[config.mk]
export PLATFORM = sky130hd
export DESIGN_NAME = interp_sequencer_flat
export DESIGN_NICKNAME = d
export VERILOG_FILES = /design/src/rtl/interp_seq_if.sv /design/src/rtl/interp_sequencer.sv /design/src/flat_wrapper.sv
export SDC_FILE = /design/constraint.sdc
export NUM_CORES = 1
export LEC_CHECK = 0
export BUFFER_PORTS_ARGS = -buffer_cell sky130_fd_sc_hd__buf_2
export CORE_AREA = 2 2 83 101
export DETAILED_ROUTE_END_ITERATION = 12
export DIE_AREA = 0 0 85 103
export GPL_TIMING_DRIVEN = 0
export PLACE_DENSITY = 0.88
export SYNTH_ARGS = -nofsm -noshare
export SYNTH_HDL_FRONTEND = slang
export SYNTH_SLANG_ARGS = --single-unit
[constraint.sdc]
create_clock -name clk -period 2.5 [get_ports clk]
set_input_delay 0.125 -clock clk [delete_from_list [all_inputs] [get_ports clk]]
set_output_delay 0.125 -clock clk [all_outputs]
set_load 0.005 [all_outputs]
[src/rtl/interp_seq_if.sv]
// interp_seq_if: control, BRAM and engine-stream signals of the
// interpolation sequencer. The master modport is the sequencer itself; the
// slave modport is its environment (mode-select FSM, BRAMs, engine).
interface interp_seq_if #(
  parameter int ADDR_W = 10,
  parameter int DATA_W = 16
);
  // control from the mode-select FSM
  logic              start;
  logic [1:0]        mode;
  logic [3:0]        poly_num;
  logic [ADDR_W:0]   len;
  // input BRAM port B
  logic              in_en;
  logic [ADDR_W-1:0] in_addr;
  logic [DATA_W-1:0] in_dout;
  // sample stream to the engine
  logic [1:0]        eng_mode;
  logic [3:0]        eng_order;
  logic              eng_valid;
  logic              eng_ready;
  logic [DATA_W-1:0] eng_data;
  logic              eng_last;
  // result stream from the engine
  logic              res_valid;
  logic              res_ready;
  logic [DATA_W-1:0] res_data;
  logic              res_last;
  // output BRAM port A
  logic              out_we;
  logic [ADDR_W-1:0] out_addr;
  logic [DATA_W-1:0] out_din;
  // status
  logic              busy;
  logic              done;
  logic              err;
  logic [ADDR_W:0]   res_count;

  modport master (
    input  start, mode, poly_num, len, in_dout, eng_ready,
           res_valid, res_data, res_last,
    output in_en, in_addr, eng_mode, eng_order, eng_valid, eng_data, eng_last,
           res_ready, out_we, out_addr, out_din, busy, done, err, res_count
  );

  modport slave (
    output start, mode, poly_num, len, in_dout, eng_ready,
           res_valid, res_data, res_last,
    input  in_en, in_addr, eng_mode, eng_order, eng_valid, eng_data, eng_last,
           res_ready, out_we, out_addr, out_din, busy, done, err, res_count
  );
endinterface

[src/rtl/interp_sequencer.sv]
// interp_sequencer: busy-phase sequencer of the interpolation datapath.
// Reads len samples from the input BRAM, streams them to the selected
// engine, writes every engine result to the output BRAM and reports
// done/err to the mode-select FSM.
// Optional build macro INTERP_SEQ_TIMEOUT_EN adds a stall watchdog that
// aborts the run after TIMEOUT_CYCLES cycles without progress.
module interp_sequencer #(
  parameter int ADDR_W         = 10,
  parameter int DATA_W         = 16,
  parameter int TIMEOUT_CYCLES = 4096
) (
  input logic          clk,
  input logic          reset,
  interp_seq_if.master bus
);

  typedef enum logic [2:0] {IDLE, READ, WAIT, SEND, DRAIN, DONE} state_t;

  localparam logic [ADDR_W:0] ONE       = (ADDR_W + 1)'(1);
  localparam logic [ADDR_W:0] LEN_ZERO  = (ADDR_W + 1)'(0);
  localparam logic [ADDR_W:0] MAX_COUNT = {1'b1, {ADDR_W{1'b0}}};

  state_t            state, state_next;
  logic [ADDR_W:0]   rd_idx, len_r, res_count_r;
  logic [1:0]        mode_r;
  logic [3:0]        order_r;
  logic [DATA_W-1:0] data_r, out_din_r;
  logic [ADDR_W-1:0] out_addr_r;
  logic              out_we_r, err_r, last_seen_r;

  logic busy_s, start_accept, start_run, eng_hs, res_acc, overflow, res_write;
  logic last_sample, last_pending, timeout_s;

  assign busy_s       = (state == READ) || (state == WAIT) || (state == SEND) || (state == DRAIN);
  assign start_accept = bus.start && ((state == IDLE) || (state == DONE));
  assign start_run    = start_accept && (bus.mode != 2'b11) && (bus.len != LEN_ZERO);
  assign eng_hs       = (state == SEND) && bus.eng_ready;
  assign res_acc      = busy_s && bus.res_valid;
  // A result beyond the memory depth is consumed but never written.
  assign overflow     = res_acc && (res_count_r == MAX_COUNT);
  assign res_write    = res_acc && !overflow;
  assign last_sample  = (rd_idx == (len_r - ONE));
  // The final result may overtake the final sample handshake.
  assign last_pending = last_seen_r || (res_write && bus.res_last);

`ifdef INTERP_SEQ_TIMEOUT_EN
  localparam int WD_W = $clog2(TIMEOUT_CYCLES) + 1;
  logic [WD_W-1:0] wd_cnt;

  assign timeout_s = ((state == SEND) || (state == DRAIN)) && !eng_hs && !res_acc &&
                     (wd_cnt == WD_W'(TIMEOUT_CYCLES - 1));

  // Watchdog: count stalled SEND/DRAIN cycles, clear on any progress.
  always_ff @(posedge clk) begin
    if (reset) begin
      wd_cnt <= '0;
    end else if (eng_hs || res_acc || !((state == SEND) || (state == DRAIN))) begin
      wd_cnt <= '0;
    end else begin
      wd_cnt <= wd_cnt + WD_W'(1);
    end
  end
`else
  // Without the watchdog the run waits indefinitely; the parameter stays
  // in the port list so both builds share one instantiation.
  assign timeout_s = 1'b0 & (TIMEOUT_CYCLES == 0);
`endif

  // Next-state logic; abort conditions take priority over normal flow.
  always_comb begin
    state_next = state;
    if (overflow || timeout_s) begin
      state_next = DONE;
    end else begin
      case (state)
        IDLE, DONE: begin
          if (bus.start) begin
            if ((bus.mode == 2'b11) || (bus.len == LEN_ZERO)) state_next = DONE;
            else                                               state_next = READ;
          end else begin
            state_next = state;
          end
        end
        READ:    state_next = WAIT;
        WAIT:    state_next = SEND;
        SEND: begin
          if (eng_hs) begin
            if (!last_sample)      state_next = READ;
            else if (last_pending) state_next = DONE;
            else                   state_next = DRAIN;
          end else begin
            state_next = state;
          end
        end
        DRAIN: begin
          if (res_write && bus.res_last) state_next = DONE;
          else                           state_next = state;
        end
        default: state_next = IDLE;
      endcase
    end
  end

  // State, indices, latched run parameters and registered BRAM write port.
  always_ff @(posedge clk) begin
    if (reset) begin
      state       <= IDLE;
      rd_idx      <= '0;
      len_r       <= '0;
      res_count_r <= '0;
      mode_r      <= 2'b00;
      order_r     <= 4'h0;
      data_r      <= '0;
      out_we_r    <= 1'b0;
      out_addr_r  <= '0;
      out_din_r   <= '0;
      err_r       <= 1'b0;
      last_seen_r <= 1'b0;
    end else begin
      state    <= state_next;
      out_we_r <= res_write;
      // The write index always equals the number of results written so far.
      if (res_write) begin
        out_addr_r  <= res_count_r[ADDR_W-1:0];
        out_din_r   <= bus.res_data;
        res_count_r <= res_count_r + ONE;
      end
      if (res_write && bus.res_last) last_seen_r <= 1'b1;
      if (eng_hs) rd_idx <= rd_idx + ONE;
      if (state == WAIT) data_r <= bus.in_dout;
      if (overflow || timeout_s) err_r <= 1'b1;
      if (start_accept) begin
        rd_idx      <= '0;
        res_count_r <= '0;
        last_seen_r <= 1'b0;
        err_r       <= (bus.mode == 2'b11);
        if (start_run) begin
          mode_r  <= bus.mode;
          order_r <= bus.poly_num;
          len_r   <= bus.len;
        end
      end
    end
  end

  assign bus.in_en     = (state == READ);
  assign bus.in_addr   = rd_idx[ADDR_W-1:0];
  assign bus.eng_mode  = mode_r;
  assign bus.eng_order = order_r;
  assign bus.eng_valid = (state == SEND);
  assign bus.eng_data  = data_r;
  assign bus.eng_last  = (state == SEND) && last_sample;
  assign bus.res_ready = busy_s;
  assign bus.out_we    = out_we_r;
  assign bus.out_addr  = out_addr_r;
  assign bus.out_din   = out_din_r;
  assign bus.busy      = busy_s;
  assign bus.done      = (state == DONE);
  assign bus.err       = err_r;
  assign bus.res_count = res_count_r;

endmodule

[src/flat_wrapper.sv]
// flat-port wrapper written by rule: the top's interface ports become plain ports
module interp_sequencer_flat 
#(
  parameter int ADDR_W         = 10,
  parameter int DATA_W         = 16,
  parameter int TIMEOUT_CYCLES = 4096
)
  (clk, reset, bus_start, bus_mode, bus_poly_num, bus_len, bus_in_dout, bus_eng_ready, bus_res_valid, bus_res_data, bus_res_last, bus_in_en, bus_in_addr, bus_eng_mode, bus_eng_order, bus_eng_valid, bus_eng_data, bus_eng_last, bus_res_ready, bus_out_we, bus_out_addr, bus_out_din, bus_busy, bus_done, bus_err, bus_res_count);
  interp_seq_if #(.ADDR_W(ADDR_W), .DATA_W(DATA_W)) bus_i ();
  input logic clk;
  input logic reset;
  input wire logic [$bits(bus_i.start)-1:0] bus_start;
  input wire logic [$bits(bus_i.mode)-1:0] bus_mode;
  input wire logic [$bits(bus_i.poly_num)-1:0] bus_poly_num;
  input wire logic [$bits(bus_i.len)-1:0] bus_len;
  input wire logic [$bits(bus_i.in_dout)-1:0] bus_in_dout;
  input wire logic [$bits(bus_i.eng_ready)-1:0] bus_eng_ready;
  input wire logic [$bits(bus_i.res_valid)-1:0] bus_res_valid;
  input wire logic [$bits(bus_i.res_data)-1:0] bus_res_data;
  input wire logic [$bits(bus_i.res_last)-1:0] bus_res_last;
  output wire logic [$bits(bus_i.in_en)-1:0] bus_in_en;
  output wire logic [$bits(bus_i.in_addr)-1:0] bus_in_addr;
  output wire logic [$bits(bus_i.eng_mode)-1:0] bus_eng_mode;
  output wire logic [$bits(bus_i.eng_order)-1:0] bus_eng_order;
  output wire logic [$bits(bus_i.eng_valid)-1:0] bus_eng_valid;
  output wire logic [$bits(bus_i.eng_data)-1:0] bus_eng_data;
  output wire logic [$bits(bus_i.eng_last)-1:0] bus_eng_last;
  output wire logic [$bits(bus_i.res_ready)-1:0] bus_res_ready;
  output wire logic [$bits(bus_i.out_we)-1:0] bus_out_we;
  output wire logic [$bits(bus_i.out_addr)-1:0] bus_out_addr;
  output wire logic [$bits(bus_i.out_din)-1:0] bus_out_din;
  output wire logic [$bits(bus_i.busy)-1:0] bus_busy;
  output wire logic [$bits(bus_i.done)-1:0] bus_done;
  output wire logic [$bits(bus_i.err)-1:0] bus_err;
  output wire logic [$bits(bus_i.res_count)-1:0] bus_res_count;
  assign bus_i.start = bus_start;
  assign bus_i.mode = bus_mode;
  assign bus_i.poly_num = bus_poly_num;
  assign bus_i.len = bus_len;
  assign bus_i.in_dout = bus_in_dout;
  assign bus_i.eng_ready = bus_eng_ready;
  assign bus_i.res_valid = bus_res_valid;
  assign bus_i.res_data = bus_res_data;
  assign bus_i.res_last = bus_res_last;
  assign bus_in_en = bus_i.in_en;
  assign bus_in_addr = bus_i.in_addr;
  assign bus_eng_mode = bus_i.eng_mode;
  assign bus_eng_order = bus_i.eng_order;
  assign bus_eng_valid = bus_i.eng_valid;
  assign bus_eng_data = bus_i.eng_data;
  assign bus_eng_last = bus_i.eng_last;
  assign bus_res_ready = bus_i.res_ready;
  assign bus_out_we = bus_i.out_we;
  assign bus_out_addr = bus_i.out_addr;
  assign bus_out_din = bus_i.out_din;
  assign bus_busy = bus_i.busy;
  assign bus_done = bus_i.done;
  assign bus_err = bus_i.err;
  assign bus_res_count = bus_i.res_count;
  interp_sequencer #(.ADDR_W(ADDR_W), .DATA_W(DATA_W), .TIMEOUT_CYCLES(TIMEOUT_CYCLES)) u_core (.clk(clk), .reset(reset), .bus(bus_i));
endmodule
==> results of run 1 <==
synthesized netlist by cell type (2+ instances only):
master    instances  area (sq um)
a21o_1            2         15.01
a21oi_1          66         330.3
a221o_1           2         20.02
a22oi_1           3         22.52
a31oi_1           2         12.51
a41oi_1           2         17.52
and2_1            3         18.77
and3_1            7         43.79
buf_1             3         11.26
buf_4            11         82.58
clkbuf_1         24         90.09
dfxtp_1          87          1742
ha_1              4         50.05
inv_1            11         41.29
mux2i_1           2         20.02
nand2_1         117         439.2
nand3_1          23         115.1
nand4_1           8         50.05
nor2_1           33         123.9
nor2b_1           3         18.77
nor3_1            8         40.04
nor4_1           10         62.56
o21ai_0           6         30.03
o22ai_1           2         12.51
or3_1             6         37.54
or4b_1            2         20.02
xnor2_1           8         70.07
xor2_1           21         183.9
state kept, by name, indices dropped and copies added (netlist names):
name / count
u_core.bus.out_addr: 10
u_core.bus.out_we: 1
u_core.rd_idx: 11
u_core.bus.eng_order: 4
u_core.len_r: 11
u_core.bus.err: 1
u_core.state: 3
u_core.bus.out_din: 16
u_core.bus.res_count: 11
u_core.last_seen_r: 1
u_core.bus.eng_mode: 2
u_core.bus.eng_data: 16
metal layers:
layer	track usage, %	vias to the layer above	share of wire [%]
li1	-	2000	-
met1	28.00	1884	40
met2	42.67	147	51
met3	4.243	37	4.9
met4	15.51	0	3.6
met5	0	-	0
what timing repair did:
item                                    in CTS  in global routing
resized for setup                            5                 10
buffers inserted                             0                  3
endpoints found under the hold margin       30                  0
endpoints found under the setup margin      11                 30
hold buffers                                30                  0
pin swaps                                    1                  2
path summary, 6_finish.rpt:
| check | slack [ps] | end | cells after the start |
|---|---|---|---|
| max reg2reg | 40 | u_core.state[2]$_SDFFE_PP0P_ | 5 |
| min reg2reg | 450 | u_core.bus.out_addr[8]$_SDFFE_PP0N_ | 2 |
| max | 40 | u_core.state[2]$_SDFFE_PP0P_ | 5 |
| min | 20 | u_core.bus.out_din[1]$_SDFFE_PP0N_ | 3 |
per-stage QoR:
stage / area (sq um) / total power, mW
floorplan: 3839 / 2.665
global placement: 4608 / 3.064
detailed placement: 4608 / 3.128
CTS: 5146 / 4.255
global route: 5185 / 4.591
finish: 5185 / 4.332
kinds of logic after synthesis:
group                    after synthesis  synth area share (%)
AO/OA/AOI/OAI                         93                 13.79
XOR/XNOR                              29                 6.617
adder cells (fa/ha/maj)                5                 1.565
buffers and inverters                 50                 5.965
flip-flops                            87                 45.37
multiplexers                           2                0.5215
AND/OR/NAND/NOR                      224                 26.17
worst reg2reg max path, stage by stage (launching register included):
cell      delay [ps]
dfxtp_2          370
or4_1            540
or3_1            330
a221o_1          380
or4_4            560
a221oi_2         210
power by group through the flow:
| stage | combinational [mW] | sequential [mW] | clock [mW] |
|---|---|---|---|
| after floorplan | 0.926 | 1.74 | 0 |
| after global placement | 1.33 | 1.73 | 0 |
| after detailed placement | 1.39 | 1.74 | 0 |
| after global routing | 1.69 | 1.75 | 1.15 |
| final | 1.51 | 1.73 | 1.09 |
| after CTS | 1.44 | 1.72 | 1.10 |
cell type report:
| class | count | area, sq um |
|---|---|---|
| multi-input cells | 353 | 1899 |
| plain buffers | 37 | 185.2 |
| repair buffers | 163 | 973.4 |
| clock buffers | 10 | 127.6 |
| flip-flops and latches | 87 | 1744 |
| well taps | 95 | 118.9 |
| inverters | 12 | 45.04 |
| clock inverters | 6 | 91.34 |
| fillers | 606 | 2698 |
==> metrics.log, run 1 <==
INFO  metric antenna_violations_before_repair = 0
INFO  metric min-delay-start = bus_res_data[1]
INFO  metric place_inst = 715
INFO  metric floorplan.die.width = roughly 85 um
INFO  metric cts_made_buffers = 9
INFO  metric finalCriticalPeriod = roughly 2500 ps
INFO  metric clock.fmax = 0.4058 GHz
INFO  metric timing.setup.tns = 0 ps
INFO  metric critPathTopFamily = simple AND/OR/NAND/NOR gates
INFO  metric rr_startpoint = u_core.len_r[6]$_SDFFE_PP0P_
INFO  metric htree_levels = 3
INFO  metric finalHoldViolCount = 0
INFO  metric detail_route.wirelength = around 11 mm
INFO  metric final_layout_size_suffix_gt1_share = 25.75%
INFO  metric diodes = 0
INFO  metric global_route.usage.total = roughly a quarter
INFO  metric synth-edff-count = 0
INFO  metric avgRoutedWirePerCell = approximately 14 um
INFO  metric synth-seq-cells = 87
INFO  metric comb_power_share = around a third
INFO  metric power.leakage = ~2.3 nW
INFO  metric critical_path.max_fanout = 8
INFO  metric power_switching = ~1.6 mW
INFO  metric route.detailed.drc = 0
INFO  metric synth-seq-area-share = between 40 and 50%
INFO  metric final.hold.worst_slack = about 15 ps
INFO  metric final_net_count = about 720
INFO  metric clockBufferDepth = 2
INFO  metric synth.lib_cells_used.distinct = 42
INFO  metric mappedNetlistArea = about 3800 sq um
INFO  metric grt_setup_unrepaired = false
INFO  metric finalWeightedCongestion = between 0.9 and 1
INFO  metric highest_count_cells_in_the_layout_ignoring_fill_and_taps = buf_2 (130), nand2_1 (117), dfxtp_1 (85), a21oi_1 (66), nor2_1 (33)
INFO  metric mostFrequentLayoutCell = buf_2
INFO  metric post_detailed_route_count_of_antenna_violating_nets = 0
INFO  metric pwr-share-seq = 39.9%
INFO  metric clock_pin_transition_on_the_worst_setup_and_hold_timing_paths = 90 ps
INFO  metric netlist_instances = between 400 and 500
INFO  metric switching_part_of_the_total = between 30% and 40%
INFO  metric die_height = slightly above 100 um
INFO  metric endpoint_kind = register
INFO  metric dominantRegCellSynth = dfxtp_1
INFO  metric core_area = just under 8000 sq um
INFO  metric critPathLaunch = u_core.len_r[6]$_SDFFE_PP0P_
INFO  metric route.detailed.vias_per_inst = between 5 and 6
INFO  metric async_s_r_ff_share_synth = 0%
INFO  metric maximum_number_of_pins_on_one_net_before_global_route_repair = 16
INFO  metric cts_tree = built
INFO  metric hpwlAfterDp = roughly 7.5 mm
INFO  metric critical_path_arrival = around 2700 ps
INFO  metric fp-row-count = 36
INFO  metric cp_slowest_cell = or4_4
INFO  metric clk_root_buffer_cell = clkbuf_8
INFO  metric status = completed
INFO  metric grt_pass1_vias = about 3.8k
INFO  metric firstDrtPassIters = 4
INFO  metric clock-sinks = 87
INFO  metric crit_path_start_kind = register
INFO  metric detailedPlace.worstSlack = -80.41 ps
INFO  metric finalWorstSetupSlack = roughly 36 ps
INFO  metric finalCritPeriodShare = 98.57%
INFO  metric final_cell_count_without_fillers = around 760
INFO  metric slew_worst_pin = 503.5 ps
INFO  metric power.ir.vdd_worst = between 400 and 500 uV
INFO  metric worst-setup-path-type = register to register
INFO  metric cp_num_buf_inv = 0
INFO  metric slew_headroom = about 66%
INFO  metric crit_chain = or4_1 -> or3_1 -> a221o_1 -> or4_4 -> a221oi_2
INFO  metric syn_nets = between 500 and 600
INFO  metric grt_first_pass_wirelength = about 17 mm
INFO  metric syn_avg_cell_area = 7.834 sq um
INFO  metric holdCritPathClass = input port to register
INFO  metric numPortBuffers = between 100 and 150
INFO  metric cap_viol_max_count = 0
INFO  metric io-pin-count = approximately 130
INFO  metric starting_density_of_the_core = around 49%
INFO  metric p_int = 2.775 mW
INFO  metric detailedRoute.firstIterationViolations = ~260
INFO  metric clock_latency = roughly 370 ps
INFO  metric floorplan.die_area = 8755 sq um
INFO  metric clock_power_share = between 20% and 30%
INFO  metric max_slew_violation_count = 0
INFO  metric grt_overflow_total = 0
INFO  metric worst_clock_skew = between 8 and 9 ps
INFO  metric critPathRequiredTime = 2780 ps
INFO  metric cpPeakStageDelay = ~560 ps
INFO  metric via_count = 4068
INFO  metric setup_failing_eps_final = 0
INFO  metric area_delta_synth_final = 35.07%
INFO  metric finish.utilization = approximately two thirds
INFO  metric cellPowerDensity = approximately 840 nW/um^2
INFO  metric yosys_warnings = 0
Note: power is estimated with default switching activity, not from simulation.
==> inputs of run 2 (changes only) <==
Settings changed: CTS_BUF_LIST from default to sky130_fd_sc_hd__clkbuf_8.
==> metrics.log, run 2 (same netlist as run 1, synthesis figures left out) <==
INFO  metric htree_levels = 3
INFO  metric starting_density_of_the_core = 48.70%
INFO  metric global_route.usage.total = 24.56%
INFO  metric clock.fmax = a little over 0.4 GHz
INFO  metric grt_first_pass_wirelength = 17.23 mm
INFO  metric cap_viol_max_count = 0
INFO  metric numPortBuffers = 130
INFO  metric core_area = approximately 8000 sq um
INFO  metric cts_tree = built
INFO  metric finalCritPeriodShare = ~100%
INFO  metric holdCritPathClass = input port to register
INFO  metric final_net_count = about 720
INFO  metric slew_headroom = between 60% and 70%
INFO  metric power.leakage = between 2 and 2.5 nW
INFO  metric maximum_number_of_pins_on_one_net_before_global_route_repair = 16
INFO  metric floorplan.die_area = around 9000 sq um
INFO  metric detail_route.wirelength = 10.87 mm
INFO  metric area_delta_synth_final = 35.07%
INFO  metric detailedRoute.firstIterationViolations = 293
INFO  metric critPathRequiredTime = about 2800 ps
INFO  metric fp-row-count = 36
INFO  metric io-pin-count = around 130
INFO  metric route.detailed.vias_per_inst = approximately 5.3
INFO  metric finalHoldViolCount = 0
INFO  metric firstDrtPassIters = 4
INFO  metric clockBufferDepth = 2
INFO  metric setup_failing_eps_final = 0
INFO  metric critical_path_arrival = roughly 2700 ps
INFO  metric floorplan.die.width = ~85 um
INFO  metric endpoint_kind = register
INFO  metric post_detailed_route_count_of_antenna_violating_nets = 0
INFO  metric clock_pin_transition_on_the_worst_setup_and_hold_timing_paths = about 90 ps
INFO  metric crit_path_start_kind = register
INFO  metric worst-setup-path-type = register to register
INFO  metric timing.setup.tns = 0 ps
INFO  metric detailedPlace.worstSlack = -80.41 ps
INFO  metric clock-sinks = 87
INFO  metric clock_latency = between 300 and 400 ps
INFO  metric finalCriticalPeriod = roughly 2500 ps
INFO  metric cellPowerDensity = around 830 nW/um^2
INFO  metric critical_path.max_fanout = 8
INFO  metric grt_setup_unrepaired = false
INFO  metric die_height = just over 100 um
INFO  metric power.ir.vdd_worst = 492.3 uV
INFO  metric fillers = between 600 and 700
INFO  metric highest_count_cells_in_the_layout_ignoring_fill_and_taps = buf_2 (130), nand2_1 (117), dfxtp_1 (85), a21oi_1 (66), nor2_1 (33)
INFO  metric via_count = 4031
INFO  metric grt_overflow_total = 0
INFO  metric total_chip_power = 4.323 mW
INFO  metric avgRoutedWirePerCell = 14.24 um
INFO  metric diodes = 0
INFO  metric final_layout_size_suffix_gt1_share = between 20 and 30%
INFO  metric status = completed
INFO  metric finalWorstSetupSlack = between 30 and 40 ps
INFO  metric max_slew_violation_count = 0
INFO  metric finalWeightedCongestion = ~0.90
INFO  metric hpwlAfterDp = about 7.5 mm
INFO  metric worst_clock_skew = just over 8 ps
INFO  metric antenna_violations_before_repair = 0
INFO  metric clk_root_buffer_cell = clkbuf_8
INFO  metric grt_pass1_vias = 3804
INFO  metric route.detailed.drc = 0
INFO  metric mostFrequentLayoutCell = buf_2
INFO  metric slew_worst_pin = 502.2 ps
INFO  metric cts_made_buffers = 9
## run 2: changes by cell type in the layout (fill, tap and decap cells not counted), sizes merged
cell | previous run | this run
clkbuf | 33 | 32
inv | 14 | 15
## run 2: path summary, 6_finish.rpt
kind / startpoint / cells after the start / slack (ps) / end
max: u_core.len_r[6]$_SDFFE_PP0P_ / 5 / 40 / u_core.state[2]$_SDFFE_PP0P_
min: bus_res_data[1] / 3 / 20 / u_core.bus.out_din[1]$_SDFFE_PP0N_
max reg2reg: u_core.len_r[6]$_SDFFE_PP0P_ / 5 / 40 / u_core.state[2]$_SDFFE_PP0P_
min reg2reg: u_core.bus.out_addr[8]$_SDFFE_PP0N_ / 2 / 450 / u_core.bus.out_addr[8]$_SDFFE_PP0N_
## run 2: worst max-delay path, stage by stage (launching register included)
cell      delay (ps)
dfxtp_2          370
or4_1            540
or3_1            330
a221o_1          380
or4_4            560
a221oi_2         210
## run 2: metrics by stage
step / util (%) / hold slack [ps] / area (sq um) / cells
detailed placement: 58.46 / 371.6 / 4608 / 715
global route: 65.78 / 13.44 / 5185 / 763
finish: 65.78 / 23.48 / 5185 / 763
CTS: 65.29 / 6.268 / 5146 / 760
global placement: 58.46 / 365.0 / 4608 / 715
floorplan: - / 243.1 / 3839 / 490
## run 2: final cells by class
class                   count  area [sq um]  area share [%]
multi-input cells         353          1899           36.63
flip-flops and latches     87          1744           33.64
repair buffers            163         973.4           18.77
plain buffers              37         185.2           3.571
clock buffers               9         123.9           2.389
well taps                  95         118.9           2.292
clock inverters             7         95.09           1.834
inverters                  12         45.04          0.8687
## run 2: metal layers
metal | wire (um) | track usage (%) | part of all wire [%] | vias to the layer above
met5 | 0 | 0 | 0 | -
met4 | 338 | 15.51 | 3.1 | 0
met3 | 544 | 4.243 | 5.0 | 32
met2 | 5621 | 42.61 | 52 | 137
met1 | 4361 | 28.10 | 40 | 1862
li1 | - | - | - | 2000
## run 2: report_power, final
| part | internal [mW] | switching, mW |
|---|---|---|
| registers | 1.58 | 0.145 |
| clock network | 0.567 | 0.514 |
| logic | 0.621 | 0.894 |
| total | 2.77 | 1.55 |
## run 2: what timing repair did
item                       CTS  global route
resized for setup            5            10
pin swaps                    1             2
buffers inserted             0             3
hold buffers                30             0
hold endpoints to repair    30             0
setup endpoints to repair   11            30
==> inputs of run 3 (changes only) <==
Settings changed: MAX_ROUTING_LAYER from default to met4.
==> metrics.log, run 3 (same netlist as run 1, synthesis figures left out) <==
INFO  metric status = completed
INFO  metric place_inst = between 700 and 800
INFO  metric power.ir.vdd_worst = 495.0 uV
INFO  metric detailedPlace.worstSlack = -80.41 ps
INFO  metric firstDrtPassIters = 5
INFO  metric route.detailed.vias_per_inst = 5.326
INFO  metric critical_path_arrival = 2740 ps
INFO  metric crit_chain = or4_1 -> or3_1 -> a221o_1 -> or4_4 -> a221oi_2
INFO  metric endpoint_kind = register
INFO  metric cellPowerDensity = between 800 and 900 nW/um^2
INFO  metric critPathTopFamily = simple AND/OR/NAND/NOR gates
INFO  metric diodes = 0
INFO  metric groute.layer.met3.usage = a little under 4%
INFO  metric grt_pass1_vias = 3803
INFO  metric worst_clock_skew = 8.297 ps
INFO  metric io-pin-count = ~130
INFO  metric maximum_number_of_pins_on_one_net_before_global_route_repair = 16
INFO  metric hpwlAfterDp = between 7 and 8 mm
INFO  metric groute.layer.met1.usage = about 28%
INFO  metric cpPeakStageDelay = approximately 560 ps
INFO  metric detail_route.wirelength = 10.89 mm
INFO  metric floorplan.die_area = 8755 sq um
INFO  metric cap_viol_max_count = 0
INFO  metric floorplan.die.width = approximately 85 um
INFO  metric avgRoutedWirePerCell = between 10 and 15 um
INFO  metric holdCritPathClass = input port to register
INFO  metric switching_part_of_the_total = 35.99%
INFO  metric clk_root_buffer_cell = clkbuf_8
INFO  metric worst-setup-path-type = register to register
INFO  metric pwr-share-seq = about 40%
INFO  metric area_delta_synth_final = 35.07%
INFO  metric grt_first_pass_wirelength = ~17 mm
INFO  metric final.hold.worst_slack = approximately 19 ps
INFO  metric max_slew_violation_count = 0
INFO  metric setup_failing_eps_final = 0
INFO  metric cp_num_buf_inv = 0
INFO  metric core_area = between 7000 and 8000 sq um
INFO  metric numPortBuffers = 130
INFO  metric p_int = around 2.8 mW
INFO  metric antenna_violations_before_repair = 0
INFO  metric starting_density_of_the_core = roughly 49%
INFO  metric finalCriticalPeriod = between 2000 and 2500 ps
INFO  metric htree_levels = 3
INFO  metric die_height = 103 um
INFO  metric finalHoldViolCount = 0
INFO  metric cts_tree = built
INFO  metric finalWorstSetupSlack = between 30 and 40 ps
INFO  metric cts_made_buffers = 9
INFO  metric fp-row-count = 36
INFO  metric final_cell_count_without_fillers = approximately 760
INFO  metric grt_setup_unrepaired = false
INFO  metric cp_slowest_cell = or4_4
INFO  metric clock_power_share = 25.1%
INFO  metric slew_headroom = between 60% and 70%
INFO  metric final_layout_size_suffix_gt1_share = between 20% and 30%
INFO  metric global_route.peak_usage_layer = met2
INFO  metric critical_path.max_fanout = 8
INFO  metric finish.utilization = 65.78%
INFO  metric post_detailed_route_count_of_antenna_violating_nets = 0
INFO  metric power.leakage = between 2 and 2.5 nW
INFO  metric clock_latency = ~360 ps
INFO  metric crit_path_start_kind = register
INFO  metric clock.fmax = between 0.4 and 0.5 GHz
INFO  metric clock_pin_transition_on_the_worst_setup_and_hold_timing_paths = around 90 ps
INFO  metric comb_power_share = roughly a third
INFO  metric clockBufferDepth = 2
INFO  metric mostFrequentLayoutCell = buf_2
INFO  metric clock-sinks = between 80 and 90
INFO  metric finalWeightedCongestion = ~0.9
INFO  metric route.detailed.drc = 0
INFO  metric detailedRoute.firstIterationViolations = between 200 and 300
INFO  metric via_count = ~4k
INFO  metric global_route.usage.total = 25.32%
INFO  metric final_net_count = around 720
INFO  metric grtUsageMet2 = between 40% and 50%
INFO  metric finalCritPeriodShare = between 90% and 100%
INFO  metric total_chip_power = around 4.3 mW
INFO  metric highest_count_cells_in_the_layout_ignoring_fill_and_taps = buf_2 (130), nand2_1 (117), dfxtp_1 (85), a21oi_1 (66), nor2_1 (33)
INFO  metric critPathRequiredTime = 2780 ps
INFO  metric slew_worst_pin = approximately 500 ps
INFO  metric power_switching = 1.558 mW
INFO  metric grt_overflow_total = 0
run 3: cell counts in the layout (fill, tap and decap cells not counted):
No cell type changed its count.
run 3: power by group through the flow:
stage,Sequential (mW),Clock (mW),Combinational (mW)
2_1_floorplan,1.74,0,0.926
3_3_place_gp,1.73,0,1.33
3_5_place_dp,1.74,0,1.39
4_1_cts,1.72,1.09,1.44
5_1_grt,1.75,1.15,1.69
6_report,1.73,1.09,1.51
run 3: repair_timing:
item / in CTS / in global routing
hold buffers: 30 / 0
pin swaps: 1 / 2
resized for setup: 5 / 10
hold endpoints to repair: 30 / 0
endpoints found under the setup margin: 11 / 30
buffers inserted: 0 / 3
run 3: final timing paths:
kind                                                          start                                   to  slack, ps  cells after the start
worst max-delay path                   u_core.len_r[6]$_SDFFE_PP0P_         u_core.state[2]$_SDFFE_PP0P_         30                      5
worst min-delay path                               bus_res_data[11]  u_core.bus.out_din[11]$_SDFFE_PP0N_         20                      3
worst max register to register         u_core.len_r[6]$_SDFFE_PP0P_         u_core.state[2]$_SDFFE_PP0P_         30                      5
worst min register to register  u_core.bus.out_addr[4]$_SDFFE_PP0N_  u_core.bus.out_addr[4]$_SDFFE_PP0N_        450                      2
run 3: area by class of cell:
| class | instances | area, sq um |
|---|---|---|
| plain buffers | 37 | 185.2 |
| clock buffers | 9 | 123.9 |
| clock inverters | 7 | 95.09 |
| fillers | 606 | 2698 |
| inverters | 12 | 45.04 |
| multi-input cells | 353 | 1899 |
| flip-flops and latches | 87 | 1744 |
| well taps | 95 | 118.9 |
| repair buffers | 163 | 973.4 |
run 3: per-stage QoR:
step / TNS (ps) / instance area (sq um)
finish: 0 / 5185
global route: 0 / 5185
CTS: 0 / 5146
detailed placement: -348.3 / 4608
global placement: -57.53 / 4608
floorplan: 0 / 3839
run 3: layer usage:
| metal | routed length, um | part of all wire (%) |
|---|---|---|
| met5 | 0 | 0 |
| met2 | 5586 | 51 |
| met3 | 519 | 4.8 |
| met1 | 4450 | 41 |
| met4 | 337 | 3.1 |
run 3: worst min-delay path: cells and delay by family:
kind / cells / cell delay [ps]
AO/OA/AOI/OAI: 1 / 60
buffers and inverters: 1 / 100
AND/OR/NAND/NOR: 1 / 50
